File: config.mk
export PLATFORM = sky130hd
export DESIGN_NAME = ceespu_muldiv_flat
export DESIGN_NICKNAME = d
export VERILOG_FILES = /design/src/rtl/ceespu_pkg.sv /design/src/rtl/ceespu_muldiv_if.sv /design/src/rtl/ceespu_div_core.sv /design/src/rtl/ceespu_muldiv.sv /design/src/flat_wrapper.sv
export SDC_FILE = /design/constraint.sdc
export NUM_CORES = 2
export LEC_CHECK = 0
export BUFFER_PORTS_ARGS = -buffer_cell sky130_fd_sc_hd__buf_2
export CORE_MARGIN = 5
export CORE_UTILIZATION = 30
export CTS_CLUSTER_DIAMETER = 40
export CTS_CLUSTER_SIZE = 28
export DETAILED_ROUTE_END_ITERATION = 12
export PLACE_DENSITY = 0.4
export SLEW_MARGIN = 25
export SYNTH_ARGS = -nofsm -noshare
export SYNTH_HDL_FRONTEND = slang
export SYNTH_HIERARCHICAL = 1
export SYNTH_SLANG_ARGS = --single-unit
File: constraint.sdc
create_clock -name I_clk -period 3.5 [get_ports I_clk]
set_input_delay 0.7 -clock I_clk [delete_from_list [all_inputs] [get_ports I_clk]]
set_output_delay 0.7 -clock I_clk [all_outputs]
set_load 0.02 [all_outputs]
File: src/rtl/ceespu_pkg.sv
// Shared ceespu definitions: muldiv op codes and muldiv FSM encoding.
// Decode imports the same package so ALU and muldiv op selection agree.
package ceespu_pkg;

  localparam logic [2:0] MD_OP_MUL    = 3'd0;
  localparam logic [2:0] MD_OP_MULH   = 3'd1;
  localparam logic [2:0] MD_OP_MULHSU = 3'd2;
  localparam logic [2:0] MD_OP_MULHU  = 3'd3;
  localparam logic [2:0] MD_OP_DIV    = 3'd4;
  localparam logic [2:0] MD_OP_DIVU   = 3'd5;
  localparam logic [2:0] MD_OP_REM    = 3'd6;
  localparam logic [2:0] MD_OP_REMU   = 3'd7;

  typedef enum logic [1:0] {
    MD_IDLE     = 2'd0,
    MD_MUL_WAIT = 2'd1,
    MD_DIV_ITER = 2'd2,
    MD_DIV_FIX  = 2'd3
  } md_state_e;

  // Op field decoding: bit 2 selects the divider, bit 1 remainder, bit 0 unsigned.
  function automatic logic md_is_div(input logic [2:0] op);
    return op[2];
  endfunction

  function automatic logic md_is_rem(input logic [2:0] op);
    return op[1];
  endfunction

  function automatic logic md_div_signed(input logic [2:0] op);
    return !op[0];
  endfunction

endpackage

File: src/rtl/ceespu_muldiv_if.sv
// Request/response bundle between the execute stage and the muldiv unit.
interface ceespu_muldiv_if #(
  parameter int unsigned WIDTH = 32
);
  logic             start;
  logic [2:0]       op;
  logic [WIDTH-1:0] data_a;
  logic [WIDTH-1:0] data_b;
  logic             flush;
  logic             busy;
  logic             done;
  logic [WIDTH-1:0] result;
  logic             div_by_zero;

  modport master (
    output start, op, data_a, data_b, flush,
    input  busy, done, result, div_by_zero
  );

  modport slave (
    input  start, op, data_a, data_b, flush,
    output busy, done, result, div_by_zero
  );
endinterface

File: src/rtl/ceespu_div_core.sv
// Iterative radix-2 restoring divider on operand magnitudes; one quotient bit per cycle.
// Sign correction of the results is left to the instantiating unit.
module ceespu_div_core #(
  parameter int unsigned WIDTH = 32
) (
  input  logic             clk,
  input  logic             rst_n,
  input  logic             start,
  input  logic [WIDTH-1:0] dividend,
  input  logic [WIDTH-1:0] divisor,
  input  logic             is_signed,
  input  logic             flush,
  output logic [WIDTH-1:0] quotient,
  output logic [WIDTH-1:0] remainder,
  output logic             done
);

  localparam int unsigned CNT_W = $clog2(WIDTH);

  logic [WIDTH-1:0] quo_q, rem_q, dvs_q;
  logic [CNT_W-1:0] cnt_q;
  logic             active_q, done_q;
  logic [WIDTH-1:0] a_abs_c, b_abs_c;
  logic [WIDTH:0]   trial_c;

  assign a_abs_c = (is_signed && dividend[WIDTH-1]) ? -dividend : dividend;
  assign b_abs_c = (is_signed && divisor[WIDTH-1])  ? -divisor  : divisor;
  assign trial_c = {rem_q, quo_q[WIDTH-1]} - {1'b0, dvs_q};

  // quo_q shifts dividend bits out at the top while quotient bits enter at the bottom.
  always_ff @(posedge clk or negedge rst_n) begin
    if (!rst_n) begin
      quo_q    <= '0;
      rem_q    <= '0;
      dvs_q    <= '0;
      cnt_q    <= '0;
      active_q <= 1'b0;
      done_q   <= 1'b0;
    end else begin
      done_q <= 1'b0;
      if (flush) begin
        active_q <= 1'b0;
      end else if (start) begin
        quo_q    <= a_abs_c;
        rem_q    <= '0;
        dvs_q    <= b_abs_c;
        cnt_q    <= CNT_W'(WIDTH - 1);
        active_q <= 1'b1;
      end else if (active_q) begin
        if (!trial_c[WIDTH]) begin
          rem_q <= trial_c[WIDTH-1:0];
          quo_q <= {quo_q[WIDTH-2:0], 1'b1};
        end else begin
          rem_q <= {rem_q[WIDTH-2:0], quo_q[WIDTH-1]};
          quo_q <= {quo_q[WIDTH-2:0], 1'b0};
        end
        cnt_q <= cnt_q - CNT_W'(1);
        if (cnt_q == '0) begin
          active_q <= 1'b0;
          done_q   <= 1'b1;
        end
      end
    end
  end

  assign quotient  = quo_q;
  assign remainder = rem_q;
  assign done      = done_q;

endmodule

File: src/rtl/ceespu_muldiv.sv
// ceespu multiply/divide unit: pipelined multiplier plus iterative divider behind a
// start/busy/done handshake with fixed, op-dependent latency.
module ceespu_muldiv
  import ceespu_pkg::*;
#(
  parameter int unsigned WIDTH      = 32,
  parameter int unsigned MUL_STAGES = 3
) (
  input logic             I_clk,
  input logic             I_rst_n,
  ceespu_muldiv_if.slave  bus
);

  localparam int unsigned CNT_W         = $clog2(WIDTH);
  localparam int unsigned MUL_WAIT_INIT = (MUL_STAGES > 1) ? MUL_STAGES - 2 : 0;

  md_state_e        state_q, state_d;
  logic [CNT_W-1:0] cnt_q, cnt_d;
  logic             rem_op_q, rem_op_d;
  logic             dbz_q, dbz_d;
  logic             q_neg_q, q_neg_d;
  logic             r_neg_q, r_neg_d;
  logic             busy_q, busy_d;
  logic             done_q, done_d;
  logic [WIDTH-1:0] result_q, result_d;
  logic             div_by_zero_q, div_by_zero_d;
  logic             div_start_c;

  // Multiplier: sign/zero-extend to 2*WIDTH, low 2*WIDTH bits of the product are exact.
  logic             a_sgn_c, b_sgn_c;
  logic [2*WIDTH-1:0] a_ext_c, b_ext_c, prod_c;
  logic [WIDTH-1:0] mul_sel_c, mul_out_c;

  assign a_sgn_c   = ((bus.op == MD_OP_MULH) || (bus.op == MD_OP_MULHSU)) && bus.data_a[WIDTH-1];
  assign b_sgn_c   = (bus.op == MD_OP_MULH) && bus.data_b[WIDTH-1];
  assign a_ext_c   = {{WIDTH{a_sgn_c}}, bus.data_a};
  assign b_ext_c   = {{WIDTH{b_sgn_c}}, bus.data_b};
  assign prod_c    = a_ext_c * b_ext_c;
  assign mul_sel_c = (bus.op == MD_OP_MUL) ? prod_c[WIDTH-1:0] : prod_c[2*WIDTH-1:WIDTH];

  // Free-running shift pipeline; the FSM picks up the entry for the accepted op on time.
  if (MUL_STAGES == 1) begin : g_mul_direct
    assign mul_out_c = mul_sel_c;
  end else begin : g_mul_pipe
    logic [WIDTH-1:0] pipe_q [MUL_STAGES-1];
    always_ff @(posedge I_clk or negedge I_rst_n) begin
      if (!I_rst_n) begin
        for (int i = 0; i < int'(MUL_STAGES) - 1; i++) pipe_q[i] <= '0;
      end else begin
        pipe_q[0] <= mul_sel_c;
        for (int i = 1; i < int'(MUL_STAGES) - 1; i++) pipe_q[i] <= pipe_q[i-1];
      end
    end
    assign mul_out_c = pipe_q[MUL_STAGES-2];
  end

  logic [WIDTH-1:0] div_quo, div_rem, div_fix_c;
  logic             div_done, b_zero_c, div_signed_c;

  assign b_zero_c     = (bus.data_b == '0);
  assign div_signed_c = md_div_signed(bus.op);

  ceespu_div_core #(.WIDTH(WIDTH)) u_div (
    .clk       (I_clk),
    .rst_n     (I_rst_n),
    .start     (div_start_c),
    .dividend  (bus.data_a),
    .divisor   (bus.data_b),
    .is_signed (div_signed_c),
    .flush     (bus.flush),
    .quotient  (div_quo),
    .remainder (div_rem),
    .done      (div_done)
  );

  // Quotient negated on differing signs (not for /0); remainder follows the dividend.
  assign div_fix_c = rem_op_q ? (r_neg_q ? -div_rem : div_rem)
                              : (q_neg_q ? -div_quo : div_quo);

  always_ff @(posedge I_clk or negedge I_rst_n) begin
    if (!I_rst_n) begin
      state_q       <= MD_IDLE;
      cnt_q         <= '0;
      rem_op_q      <= 1'b0;
      dbz_q         <= 1'b0;
      q_neg_q       <= 1'b0;
      r_neg_q       <= 1'b0;
      busy_q        <= 1'b0;
      done_q        <= 1'b0;
      result_q      <= '0;
      div_by_zero_q <= 1'b0;
    end else begin
      state_q       <= state_d;
      cnt_q         <= cnt_d;
      rem_op_q      <= rem_op_d;
      dbz_q         <= dbz_d;
      q_neg_q       <= q_neg_d;
      r_neg_q       <= r_neg_d;
      busy_q        <= busy_d;
      done_q        <= done_d;
      result_q      <= result_d;
      div_by_zero_q <= div_by_zero_d;
    end
  end

  always_comb begin
    state_d       = state_q;
    cnt_d         = cnt_q;
    rem_op_d      = rem_op_q;
    dbz_d         = dbz_q;
    q_neg_d       = q_neg_q;
    r_neg_d       = r_neg_q;
    busy_d        = busy_q;
    done_d        = 1'b0;
    result_d      = result_q;
    div_by_zero_d = div_by_zero_q;
    div_start_c   = 1'b0;
    if (bus.flush) begin
      state_d = MD_IDLE;
      busy_d  = 1'b0;
    end else begin
      case (state_q)
        MD_IDLE: begin
          if (bus.start) begin
            if (md_is_div(bus.op)) begin
              state_d     = MD_DIV_ITER;
              cnt_d       = CNT_W'(WIDTH - 1);
              busy_d      = 1'b1;
              div_start_c = 1'b1;
              rem_op_d    = md_is_rem(bus.op);
              dbz_d       = b_zero_c;
              q_neg_d     = div_signed_c && (bus.data_a[WIDTH-1] ^ bus.data_b[WIDTH-1]) && !b_zero_c;
              r_neg_d     = div_signed_c && bus.data_a[WIDTH-1];
            end else if (MUL_STAGES == 1) begin
              done_d        = 1'b1;
              result_d      = mul_out_c;
              div_by_zero_d = 1'b0;
            end else begin
              state_d = MD_MUL_WAIT;
              cnt_d   = CNT_W'(MUL_WAIT_INIT);
              busy_d  = 1'b1;
            end
          end
        end
        MD_MUL_WAIT: begin
          if (cnt_q == '0) begin
            state_d       = MD_IDLE;
            busy_d        = 1'b0;
            done_d        = 1'b1;
            result_d      = mul_out_c;
            div_by_zero_d = 1'b0;
          end else begin
            cnt_d = cnt_q - CNT_W'(1);
          end
        end
        MD_DIV_ITER: begin
          if (cnt_q == '0) state_d = MD_DIV_FIX;
          else             cnt_d   = cnt_q - CNT_W'(1);
        end
        MD_DIV_FIX: begin
          if (div_done) begin
            state_d       = MD_IDLE;
            busy_d        = 1'b0;
            done_d        = 1'b1;
            result_d      = div_fix_c;
            div_by_zero_d = dbz_q;
          end
        end
        default: state_d = MD_IDLE;
      endcase
    end
  end

  assign bus.busy        = busy_q;
  assign bus.done        = done_q;
  assign bus.result      = result_q;
  assign bus.div_by_zero = div_by_zero_q;

endmodule

File: src/flat_wrapper.sv
// flat-port wrapper written by rule: the top's interface ports become plain ports
module ceespu_muldiv_flat import ceespu_pkg::*;
#(
  parameter int unsigned WIDTH      = 32,
  parameter int unsigned MUL_STAGES = 3
)
  (I_clk, I_rst_n, bus_start, bus_op, bus_data_a, bus_data_b, bus_flush, bus_busy, bus_done, bus_result, bus_div_by_zero);
  ceespu_muldiv_if #(.WIDTH(WIDTH)) bus_i ();
  input logic I_clk;
  input logic I_rst_n;
  input wire logic [$bits(bus_i.start)-1:0] bus_start;
  input wire logic [$bits(bus_i.op)-1:0] bus_op;
  input wire logic [$bits(bus_i.data_a)-1:0] bus_data_a;
  input wire logic [$bits(bus_i.data_b)-1:0] bus_data_b;
  input wire logic [$bits(bus_i.flush)-1:0] bus_flush;
  output wire logic [$bits(bus_i.busy)-1:0] bus_busy;
  output wire logic [$bits(bus_i.done)-1:0] bus_done;
  output wire logic [$bits(bus_i.result)-1:0] bus_result;
  output wire logic [$bits(bus_i.div_by_zero)-1:0] bus_div_by_zero;
  assign bus_i.start = bus_start;
  assign bus_i.op = bus_op;
  assign bus_i.data_a = bus_data_a;
  assign bus_i.data_b = bus_data_b;
  assign bus_i.flush = bus_flush;
  assign bus_busy = bus_i.busy;
  assign bus_done = bus_i.done;
  assign bus_result = bus_i.result;
  assign bus_div_by_zero = bus_i.div_by_zero;
  ceespu_muldiv #(.WIDTH(WIDTH), .MUL_STAGES(MUL_STAGES)) u_core (.I_clk(I_clk), .I_rst_n(I_rst_n), .bus(bus_i));
endmodule
==> impl_metrics.json <==
{
  "status": "complete, but fails checks",
  "violations": "negative setup slack",
  "syn_avg_cell_area_sq_um": 8.83,
  "startpoint": "bus_op[0]",
  "synth_cell_types": 87,
  "gp_congestion": 0.854,
  "drive_gt1_frac": 0.189,
  "syn_inst": 5868,
  "initialDrtViolationCount": 2169,
  "slowest_delay_ns": 0.63,
  "timing.rr.end": "u_core/bus.result[30]",
  "synth_top_family_by_area": "adder cells",
  "gr-usage-met2": 0.336,
  "path_delay_family": "adder cells",
  "synth_edf_count": 0,
  "die_h_microns": 426,
  "die_width_microns": 426,
  "use_met1": 0.294,
  "slew_headroom": 0.216,
  "busiest_layer": "met2",
  "via_per_inst": 4.68,
  "htree_levels": 2,
  "path_common_cell": "fa_1",
  "synth_xor_xnor_area_share": 0.0369,
  "antenna_found_initial": 12,
  "grt_util_met3": 0.0195,
  "hold_violations": 0,
  "cp_max_fo": 5,
  "place_ws_ns": -5.12,
  "nNetsFinal": 7850,
  "grt_pass1_vias": 44400,
  "finClkSkew_ns": 0.0303,
  "seq_area_sq_um": 5330,
  "startpoint_type": "primary input",
  "clk_latency_ns": 0.55,
  "ys.warnings.count": 6,
  "crit_arrival_ns": 8.34,
  "rsz0062_at_grt": "yes",
  "r2r_cells": 11,
  "synthArstFlopShare": 1.00,
  "dp_hpwl_microns": 157000,
  "rrSetupSlack_ns": -0.11,
  "grt_max_degree": 80,
  "path_depth": 33,
  "endpoint_kind": "register",
  "synth_top_cell_by_area": "fa_1",
  "hold_buffers": 0,
  "drc": 0,
  "ios": 106,
  "period_minus_slack_ns": 7.92,
  "critPathRequiredTime_ns": 3.92,
  "synth_area_leaders": "fa_1 44%, dfrtp_1 10%, inv_1 9.0%",
  "synth_area_sq_um": 51800,
  "die-area_sq_um": 181000,
  "synth_top_area_frac": 0.435,
  "cts_root_buffer": "clkbuf_16",
  "synthMuxAreaShare": 0.00683,
  "clk_pin_slew_ns": 0.06,
  "setup_slack_ns": -4.42,
  "clock_path_buffers": 3,
  "post_drt_wl_per_cell_microns": 20.8,
  "drv_cap": 0,
  "min_period_over_period": 2.26,
  "cts_inserted_buffers": 34,
  "ys_ff_latch": 213,
  "multi_input_area_sq_um": 42100,
  "tightestPinTransition_ns": 1.18,
  "nFillCells": 17700,
  "ys_seq_area_frac": 0.103,
  "ant_nets": 0,
  "rows": 152,
  "core_sq_um": 172000,
  "cts_sinks": 213,
  "cp.buffers_inverters": 11,
  "setup_viol": 35,
  "synth_nets": 7322,
  "critPathSlowestCell": "fa_2",
  "path_class": "primary input to register",
  "grt_overflow": 0,
  "synth_compound_area_frac": 0.0882,
  "critPathCapture": "u_core/g_mul_pipe.pipe_q[61]",
  "drt-pass1-iter-count": 5,
  "initial_core_util": 0.302,
  "portBuffers": 105,
  "grt_usage": 0.203,
  "synth_ff_type": "dfrtp_1",
  "grt_first_pass_wirelength_microns": 282000,
  "tritoncts": "yes",
  "synth-simple-area-share": 0.153,
  "synth_fa_ha_area_frac": 0.497,
  "r2r-start": "u_core/u_div/remainder[9]",
  "slew_viol_final": 0,
  "area_delta_synth_final_pct": 22.4,
  "vias": 40800,
  "wl_microns": 182000,
  "fmaxAchievable_mhz": 126,
  "hold_class": "primary input to async pin"
}
[layout make-up]
| type | count | area share |
|---|---|---|
| multi-input combinational | 4077 | 0.665 |
| timing repair buffer | 821 | 0.113 |
| sequential | 213 | 0.0841 |
| inverter | 1249 | 0.0742 |
| tap | 2310 | 0.0456 |
| clock buffer | 41 | 0.0143 |
| clock inverter | 19 | 0.00424 |
| antenna | 5 | 0.000197 |
[cells by family after synthesis]
logic type               after synthesis
adder cells (fa/ha/maj)             1383
AO/OA/AOI/OAI                        719
multiplexers                          35
buffers and inverters               1578
XOR/XNOR                             218
AND/OR/NAND/NOR                     1722
flip-flops                           213
[cells in the final DEF (no fill, tap or decap), drive strengths merged, types with 46 or more instances in the layout]
| master | n |
|---|---|
| fa | 1126 |
| a21o | 46 |
| inv | 1252 |
| and2 | 321 |
| o211ai | 59 |
| dfrtp | 213 |
| a21oi | 229 |
| buf | 819 |
| xor2 | 84 |
| o21ai | 167 |
| nor2 | 175 |
| nand2 | 984 |
| ha | 257 |
| xnor2 | 134 |
[layer usage]
metal,share of wire,vias to the layer above,routed length [microns]
li1,-,18800,-
met1,0.47,21100,84700
met2,0.47,781,85800
met3,0.042,134,7650
met4,0.022,2,3930
met5,0.000071,-,13
[worst register-to-register path, delay by kind of cell (launching register included)]
| family | cells | cell delay (ns) |
|---|---|---|
| xor+xnor | 1 | 0.20 |
| buf+inv | 1 | 0.13 |
| compound gates | 3 | 0.66 |
| mux | 1 | 0.11 |
| flops | 1 | 0.40 |
| simple gates | 5 | 2.06 |
[synth_stat cells, types with 12 or more instances]
cell	count
a211oi_1	12
a21o_1	46
a21oi_1	228
a31oi_1	18
and2_1	320
and3_1	20
clkbuf_1	310
dfrtp_1	213
fa_1	1126
ha_1	257
inv_1	1249
mux2i_1	32
nand2_1	982
nand2b_1	17
nand3_1	36
nand4_1	21
nor2_1	174
nor2b_1	15
nor3_1	40
nor4_1	21
o211ai_1	56
o21a_1	12
o21ai_0	157
o21bai_1	17
o22a_1	20
o22ai_1	23
o31ai_1	32
o41ai_1	19
or3_1	16
xnor2_1	134
xor2_1	84
[what timing repair did]
| action | in CTS | in global routing |
|---|---|---|
| pin swaps | 70 | 156 |
| gates resized for setup | 185 | 165 |
| buffers inserted | 26 | 28 |
| gates cloned | 0 | 1 |
| endpoints found under the setup margin | 35 | 63 |
[per-stage QoR]
step	utilization	std cells	setup TNS [ns]	hold slack, ns	cell area [sq um]
floorplan	-	5868	-123.95	0.331	53100
global placement	0.351	8620	-150.37	0.331	60300
detailed placement	0.351	8620	-150.45	0.335	60300
CTS	0.363	8704	-126.60	0.172	62400
global route	0.369	8730	-133.41	0.212	63400
finish	0.369	8735	-126.87	0.159	63400
[sequential cells by signal, summed over array words and instances (netlist names)]
name and cells:
u_core/cnt_q 5, u_core/q_neg_q 1, u_core/bus.result 32, u_core/bus.div_by_zero 1, u_core/u_div/cnt_q 5, u_core/u_div/quotient 32, u_core/u_div/dvs_q 32, u_core/r_neg_q 1
u_core/u_div/active_q 1, u_core/rem_op_q 1, u_core/u_div/remainder 32, u_core/state_q 2, u_core/bus.done 1, u_core/u_div/done 1, u_core/mul_out_c 32, u_core/g_mul_pipe.pipe_q 32
u_core/dbz_q 1, u_core/bus.busy 1
[how the worst min path moves through the flow]
stage	from	to	slack (ns)
4_1_cts	I_rst_n	u_core/bus.result[30]	0.17
3_5_place_dp	u_core/g_mul_pipe.pipe_q[48]	u_core/mul_out_c[16]	0.33
3_3_place_gp	u_core/g_mul_pipe.pipe_q[32]	u_core/mul_out_c[0]	0.33
5_1_grt	I_rst_n	u_core/bus.result[30]	0.21
6_report	I_rst_n	u_core/bus.busy	0.16
2_1_floorplan	u_core/g_mul_pipe.pipe_q[32]	u_core/mul_out_c[0]	0.33
Power is not shown: default switching activity piles up to over one toggle a cycle in this logic, so the estimate is an artifact.
